[src/rtl/fifo_burst_packer.sv]
// Drains a first-word-fall-through FIFO into framed valid/ready bursts with a last marker.
// A burst starts when BURST_LEN entries are present, or when a partial backlog has waited TIMEOUT cycles.
module fifo_burst_packer #(
  parameter int DATA_WIDTH = 32,
  parameter int ADDR_WIDTH = 5,
  parameter int BURST_LEN  = 8,
  parameter int TIMEOUT    = 16,
  parameter int LEN_W      = $clog2(BURST_LEN + 1)
) (
  input  logic                  clk,
  input  logic                  rst_n,
  input  logic [DATA_WIDTH-1:0] fifo_data_i,
  input  logic                  fifo_empty_i,
  input  logic [ADDR_WIDTH:0]   fifo_count_i,
  output logic                  fifo_rd_o,
  output logic [DATA_WIDTH-1:0] m_data_o,
  output logic                  m_valid_o,
  output logic                  m_last_o,
  input  logic                  m_ready_i,
  output logic [LEN_W-1:0]      m_len_o,
  output logic                  busy_o
);

  typedef enum logic {
    IDLE = 1'b0,
    RUN  = 1'b1
  } state_t;

  localparam int CNT_W     = ADDR_WIDTH + 1;
  localparam int TMR_W     = (TIMEOUT > 2) ? $clog2(TIMEOUT) : 1;
  localparam int TMR_MAX_I = (TIMEOUT > 0) ? TIMEOUT - 1 : 0;
  localparam logic [TMR_W-1:0] TMR_MAX    = TMR_W'(TMR_MAX_I);
  localparam logic [CNT_W-1:0] FULL_CNT   = CNT_W'(BURST_LEN);
  localparam logic [LEN_W-1:0] FULL_LEN   = LEN_W'(BURST_LEN);
  localparam bit               PARTIAL_EN = (TIMEOUT != 0);

  state_t           state;
  state_t           state_nxt;
  logic [TMR_W-1:0] timer;
  logic [LEN_W-1:0] fetch_left;
  logic [LEN_W-1:0] len_nxt;
  logic             start;
  logic             full_ok;
  logic             part_ok;
  logic             hs;

  function automatic logic [TMR_W-1:0] sat_inc(input logic [TMR_W-1:0] v);
    return (v == TMR_MAX) ? v : v + TMR_W'(1);
  endfunction

  // A zero count with a non-empty flag would start an endless zero-length burst, so it is excluded.
  assign full_ok = (fifo_count_i >= FULL_CNT);
  assign part_ok = PARTIAL_EN && !fifo_empty_i && (timer == TMR_MAX) && (fifo_count_i != '0);
  assign hs      = m_valid_o && m_ready_i;
  assign busy_o  = (state == RUN);

  assign fifo_rd_o = (state == RUN) && (fetch_left != '0) && !fifo_empty_i &&
                     (!m_valid_o || m_ready_i);

  always_ff @(posedge clk or negedge rst_n) begin
    if (!rst_n) begin
      state <= IDLE;
    end else begin
      state <= state_nxt;
    end
  end

  always_comb begin
    state_nxt = state;
    start     = 1'b0;
    len_nxt   = '0;
    case (state)
      IDLE: begin
        if (full_ok) begin
          start     = 1'b1;
          len_nxt   = FULL_LEN;
          state_nxt = RUN;
        end else if (part_ok) begin
          start     = 1'b1;
          len_nxt   = LEN_W'(fifo_count_i);
          state_nxt = RUN;
        end
      end
      RUN: begin
        if (hs && m_last_o) begin
          state_nxt = IDLE;
        end
      end
      default: state_nxt = IDLE;
    endcase
  end

  // Idle-wait timer; held during RUN so every return to IDLE restarts the wait from zero.
  always_ff @(posedge clk or negedge rst_n) begin
    if (!rst_n) begin
      timer <= '0;
    end else if (state == IDLE) begin
      if (fifo_empty_i || start) begin
        timer <= '0;
      end else begin
        timer <= sat_inc(timer);
      end
    end
  end

  // Output stage: one beat register fed straight from the FIFO head on each pop.
  always_ff @(posedge clk or negedge rst_n) begin
    if (!rst_n) begin
      fetch_left <= '0;
      m_len_o    <= '0;
      m_data_o   <= '0;
      m_valid_o  <= 1'b0;
      m_last_o   <= 1'b0;
    end else begin
      if (start) begin
        m_len_o    <= len_nxt;
        fetch_left <= len_nxt;
      end else if (fifo_rd_o) begin
        fetch_left <= fetch_left - LEN_W'(1);
      end

      if (fifo_rd_o) begin
        m_data_o  <= fifo_data_i;
        m_valid_o <= 1'b1;
        m_last_o  <= (fetch_left == LEN_W'(1));
      end else if (hs) begin
        m_valid_o <= 1'b0;
        m_last_o  <= 1'b0;
      end
    end
  end

endmodule

[config.mk]
export PLATFORM = sky130hd
export DESIGN_NAME = fifo_burst_packer
export DESIGN_NICKNAME = d
export VERILOG_FILES = /design/src/rtl/fifo_burst_packer.sv
export SDC_FILE = /design/constraint.sdc
export NUM_CORES = 1
export LEC_CHECK = 0
export ABC_AREA = 1
export CAP_MARGIN = 20
export CORE_UTILIZATION = 45
export CTS_BUF_LIST = sky130_fd_sc_hd__clkbuf_16
export DETAILED_ROUTE_END_ITERATION = 16
export DONT_BUFFER_PORTS = 1
export PLACE_DENSITY_LB_ADDON = 0.3
export REMOVE_ABC_BUFFERS = 1
export SETUP_SLACK_MARGIN = 0.4
export SYNTH_ARGS = -nofsm -noshare
export SYNTH_HDL_FRONTEND = slang
export SYNTH_SLANG_ARGS = --single-unit
[constraint.sdc]
create_clock -name clk -period 2.95 [get_ports clk]
set_input_delay 0.295 -clock clk [delete_from_list [all_inputs] [get_ports clk]]
set_output_delay 0.295 -clock clk [all_outputs]
set_load 0.1 [all_outputs]
==> results.md, run 1 <==
- DR vias: 1542
- TritonCTS buffer count: 5
- Core footprint: 0.00441 sq mm
- Die area: 0.00491 sq mm
- H-tree Lvls: 2
- Fraction of the mapped netlist area in simple logic gates: between 30% and 40%
- Nets@finish: 298
- RSZ-0062 raised after global routing: false
- Clock skew: just under 0.004 ns
- Syn Area/Cell: around 8.5 sq um
- Post-CTS sizing: 0
- Period utilization: a little under three quarters
- YS warnings: 0
- Slew of the pin with the lowest slew margin: slightly above 0.9 ns
- Fraction of the mapped netlist area in adder cells: under 10%
- Gr usage total: approximately 17%
- Area after DPL: between 0.002 and 0.0025 sq mm
- Number of remaining DRC errors: 0
- Initial antenna violation count: 0
- Final wirelength: around 3900 um
- Hold WC Path Type: in2reg
- Seq/Total Area, Yosys: 56.4%
- Post-CTS Setup Repair Bufs: 0
- Fillers: between 400 and 500
- Flops & latches, synth: 47
- Post-DP HPWL: roughly 2700 um
- Pre-antenna DRT Iters: 4
- Rel. slew slack: about two fifths
- Setup tns final: 0 ns
- Cell Area, Synth: approximately 0.0021 sq mm
- Grt ovf: 0
- FP Rows: 24
- Min Tclk post-route: around 2.1 ns
- 1st-iter DRT viols: 65
- DR WL/cell: roughly 13 um
- Area Overhead vs Synth: 10.8%
- # IOs: 82
- Hold depth: 2
- Worst-Skew Late Latency: around 0.28 ns
- Final Hold Vio Count: 0
- Largest net degree at the start of global routing: between 40 and 50
- CTS Buffer Depth: 2
- Peak Freq: 472 MHz
- DP Cell Count: 296
- GPL Wtd Cong: 0.774
- Mux contribution to synthesized area: 0%
- First-pass GRT wire length: roughly 6700 um
- Layout cells sized above 1: roughly a tenth
- CP Class: reg2out
- Via density: roughly 5
- Worst path required time: between 2 and 3 ns
- Outcome: finished, final reports clean
- Synth unique cells: 21
- Reg2reg path depth: 8
- Die W: 70.1 um
- Most common cell after layout, fill and taps aside: nand2_1
- ANT nets after route: 0
- CTS tree: built
- Vias in the first global route: between 1500 and 2000
- Number of clock sinks: between 40 and 50
- Die height: 70.1 um
- Startpoint types: register
- IO buf count: 0
- Reg clk slew, reported paths: around 0.06 ns
- ANT cells: 0
- Critical-path maximum fanout: 35
- Max-capacitance violation count: 0
- Largest family of logic cells by synthesized area: simple AND/OR/NAND/NOR gates
- Clk root buf: clkbuf_16
- Post-Synth XOR/XNOR Area: between 1.5 and 2%
- Critical Path Sink Type: primary output
- Design area: roughly 0.0023 sq mm
- Slew Viols, Final: 0
- Mapped Cells: 246
- Starting Density: 47.2%
- Critical path arrival: 1.82 ns
- Most frequent cells in the layout: 133 x nand2_1, 47 x dfrtp_1, 16 x nand3_1
- Non-Filler Instances: about 300
- Final setup viols: 0
- Complex-gate fraction of the synthesized area: 0.780%
-- cells in the mapped netlist --
library cell  number  area share (%)
nor2_2             2            0.60
buf_2              3            0.72
nand3_2            2            0.96
o21ai_0            2            0.48
dfrtp_1           47              56
nand4_4            1             1.0
nand3b_1           1            0.36
nor2_1             7             1.3
inv_4              1            0.30
ha_1               3             1.8
xnor2_1            1            0.42
o22ai_1            1            0.30
inv_1             12             2.2
nor2_4             1            0.54
nand2_1          133              24
inv_2              3            0.54
xor2_1             3             1.3
buf_6              3             1.6
nand2_4            1            0.54
nand3_1           16             3.8
nand2_2            3            0.90
-- kinds of logic (layout without fill, tap and decap cells) --
group | count (synthesis) | in the layout
DFF | 47 | 47
xor gates and xnor gates | 4 | 4
adders and majority gates | 3 | 3
buffers and inverters | 22 | 30
AOI/OAI and AO/OA | 3 | 3
and+or+nand+nor | 167 | 167
-- metal layers --
metal	track usage, %	wire length (um)
met1	22.3	1820
met2	27.2	1750
met3	6.20	315
met4	5.33	49
met5	0	0
-- registers in the layout, summed over array words and instances, names as in the netlist --
register    flops
m_data_o       32
fetch_left      4
m_len_o         4
timer           4
busy_o          1
m_last_o        1
m_valid_o       1
-- area by class of cell --
type / instances / area (sq um) / share of cell area [%]
Multi-Input combinational cell: 177 / 797 / 34.5
Tap cell: 52 / 65.1 / 2.82
Inverter: 16 / 62.6 / 2.71
Sequential cell: 47 / 1180 / 50.9
Timing Repair Buffer: 6 / 67.6 / 2.93
Clock buffer: 5 / 125 / 5.42
Clock inverter: 3 / 16.3 / 0.704
-- per-stage QoR --
step                worst slack (ns)  hold WS, ns  util [%]
floorplan                      0.346    -0.000591         -
global placement                1.12     0.000256      48.3
detailed placement              1.06     0.000308      48.3
CTS                            0.830        0.117      52.3
global route                   0.723        0.112      52.3
finish                         0.833        0.121      52.3
-- critical path: stages (launching register included) --
cell     delay (ns)
dfrtp_1        0.32
buf_4          0.30
inv_2          0.15
nor2_2         0.15
nand3_2        0.12
inv_4          0.47
-- repair_timing --
item | CTS | global route
hold buffers | 2 | 0
hold endpoints to repair | 47 | 0
setup endpoints to repair | 0 | 0
-- final timing paths --
kind                                start       endpoint  slack [ns]
setup / recovery                   busy_o      fifo_rd_o        0.83
max in group asynchronous           rst_n  fetch_left[2]        2.21
setup reg to reg                   busy_o  fetch_left[3]        1.04
hold reg to reg             fetch_left[1]  fetch_left[1]        0.50
min in group asynchronous           rst_n         busy_o        0.52
hold / removal             fifo_data_i[0]    m_data_o[0]        0.12
Power of run 1 is not shown: default switching activity piles up to over one toggle a cycle in this logic, so the estimate is an artifact.
==> run 2: changes to the inputs <==
- clock period: 2.95 -> 1.9 ns (I/O delays scaled with it)
==> results.md, run 2 (synthesis results as in run 1) <==
- Clk root buf: clkbuf_16
- ANT nets after route: 0 (unchanged)
- Reg2reg setup slack: 0.39 ns (-0.65 ns)
- Design area: 0.00274 sq mm (+19%)
- 1st-iter DRT viols: 69 (+6.2%)
- CP Class: reg2out
- IO buf count: 0 (unchanged)
- Fillers: 397 (-1.2%)
- # IOs: 82 (unchanged)
- Rel. slew slack: 77.3% (+39 points)
- Die height: 70.1 um (unchanged)
- Number of remaining DRC errors: 0 (unchanged)
- Hold depth: 2 (unchanged)
- Peak Freq: 654 MHz
- Post-DP HPWL: 2890 um (+6.7%)
- Die W: 70.1 um (unchanged)
- Critical path arrival: 1.34 ns (-0.48 ns)
- Worst-Skew Late Latency: 0.28 ns (about the same)
- Storage element area: 0.00118 sq mm (unchanged)
- Outcome: finished, final reports clean
- Pre-antenna DRT Iters: 4 (unchanged)
- Layout cells sized above 1: 26.3% (+16 points)
- Top reg by flops: m_data_o
- Grt ovf: 0 (unchanged)
- Via density: 4.83 (-4.1%)
- TritonCTS buffer count: 5 (unchanged)
- Die area: 0.00491 sq mm (unchanged)
- Vias in the first global route: 1643 (+9.2%)
- Final setup viols: 0 (unchanged)
- Multi-input gate area: 835 sq um (+4.7%)
- Critical hold path startpoint: fifo_data_i[20]
- Max-capacitance violation count: 0 (unchanged)
- FP Rows: 24 (unchanged)
- Gr usage total: 19.4% (+2.1 points)
- Period utilization: roughly 80%
- CTS Buffer Depth: 2 (unchanged)
- DR vias: 1720 (+12%)
- Setup tns final: 0 ns (unchanged)
- Slew of the pin with the lowest slew margin: 0.341 ns (-0.584 ns)
- Nets@finish: 348 (+17%)
- DR WL/cell: 12.8 um (-0.44%)
- Core footprint: 0.00441 sq mm (unchanged)
- H-tree Lvls: 2 (unchanged)
- Most common cell after layout, fill and taps aside: nand2_1
- Largest net degree at the start of global routing: 48 (unchanged)
- Max reg flops: 32 (unchanged)
- Number of clock sinks: 47 (unchanged)
- Critical Path Sink Type: primary output
- Worst path required time: 1.71 ns (-0.94 ns)
- R2R Path Start: fetch_left[0]
- Worst R2R End: fetch_left[1]
- Hold WC Path Type: in2reg
- Clock skew: 0.00475 ns (+0.000793 ns)
- RSZ-0062 raised after global routing: true
- Reg2reg path depth: 10 (+2)
- Non-Filler Instances: 356 (+16%)
- WHS Endpoint: m_data_o[20]
- Min Tclk post-route: 1.53 ns
- Final Hold Vio Count: 0 (unchanged)
- Initial antenna violation count: 0 (unchanged)
- Area after DPL: 0.00243 sq mm (+14%)
- Final wirelength: 4570 um (+16%)
- CTS tree: built
- GPL Wtd Cong: 0.787 (+1.7%)
- Starting Density: 47.2% (unchanged)
- Most frequent cells in the layout: 133 x nand2_1, 50 x buf_4, 47 x dfrtp_1
- Critical-path maximum fanout: 3 (-91%)
- Slew Viols, Final: 0 (unchanged)
- Reg clk slew, reported paths: 0.06 ns (about the same)
- First-pass GRT wire length: 7380 um (+10%)
- Startpoint types: register
- ANT cells: 0 (unchanged)
- Area Overhead vs Synth: 31.6%
- DP Cell Count: 334 (+13%)
[run 2: cell types whose count changed in the layout (fill, tap and decap cells not counted), sizes merged]
cell,delta
buf,+49
inv,+2
clkinvlp,-1
[run 2: how the worst max path moves through the flow]
stage | from | end | cells past startpoint
after global routing | fetch_left[1] | fifo_rd_o | 6
after floorplan | busy_o | fetch_left[3] | 7
final | fetch_left[0] | fifo_rd_o | 6
after CTS | fetch_left[0] | fifo_rd_o | 6
after global placement | fetch_left[0] | fifo_rd_o | 6
after detailed placement | fetch_left[0] | m_data_o[30] | 8
[run 2: timing repair]
item / in CTS / in global routing
pin swaps: 3 / 1
resized for setup: 10 / 2
cloned: 1 / 0
setup buffers: 8 / 3
hold buffers: 2 / 0
setup endpoints to repair: 18 / 34
endpoints found under the hold margin: 47 / 0
[run 2: worst max-delay path, cell delays in order, from the launching register on]
cell	delay, ns
dfrtp_1	0.36
inv_2	0.06
ha_4	0.17
nand3_4	0.09
nand3_4	0.11
inv_8	0.09
buf_12	0.16
[run 2: cell type report]
| cell class | instances | area share (%) |
|---|---|---|
| Timing Repair inverter | 1 | 0.228 |
| Clock inverter | 3 | 0.456 |
| Inverter | 16 | 2.46 |
| Timing Repair Buffer | 55 | 16.6 |
| Sequential cell | 47 | 42.9 |
| Multi-Input combinational cell | 177 | 30.4 |
| Clock buffer | 5 | 4.56 |
| Tap cell | 52 | 2.37 |
[run 2: routing by layer]
layer	track usage (%)	vias up	wire length, um
met2	29.2	66	2050
li1	-	868	-
met3	5.77	4	333
met5	0	-	0
met1	26.5	782	2120
met4	7.33	0	56
[run 2: per-stage QoR]
step | utilization [%] | hold slack [ns] | setup WS, ns
after detailed placement | 55.0 | -0.105 | 0.325
after floorplan | - | -0.106 | -0.704
after CTS | 61.4 | 0.0125 | 0.395
final | 62.1 | 0.0161 | 0.371
after global routing | 62.1 | 0.0103 | 0.308
after global placement | 55.0 | -0.105 | 0.391
Power of run 2 is left out for the same reason.
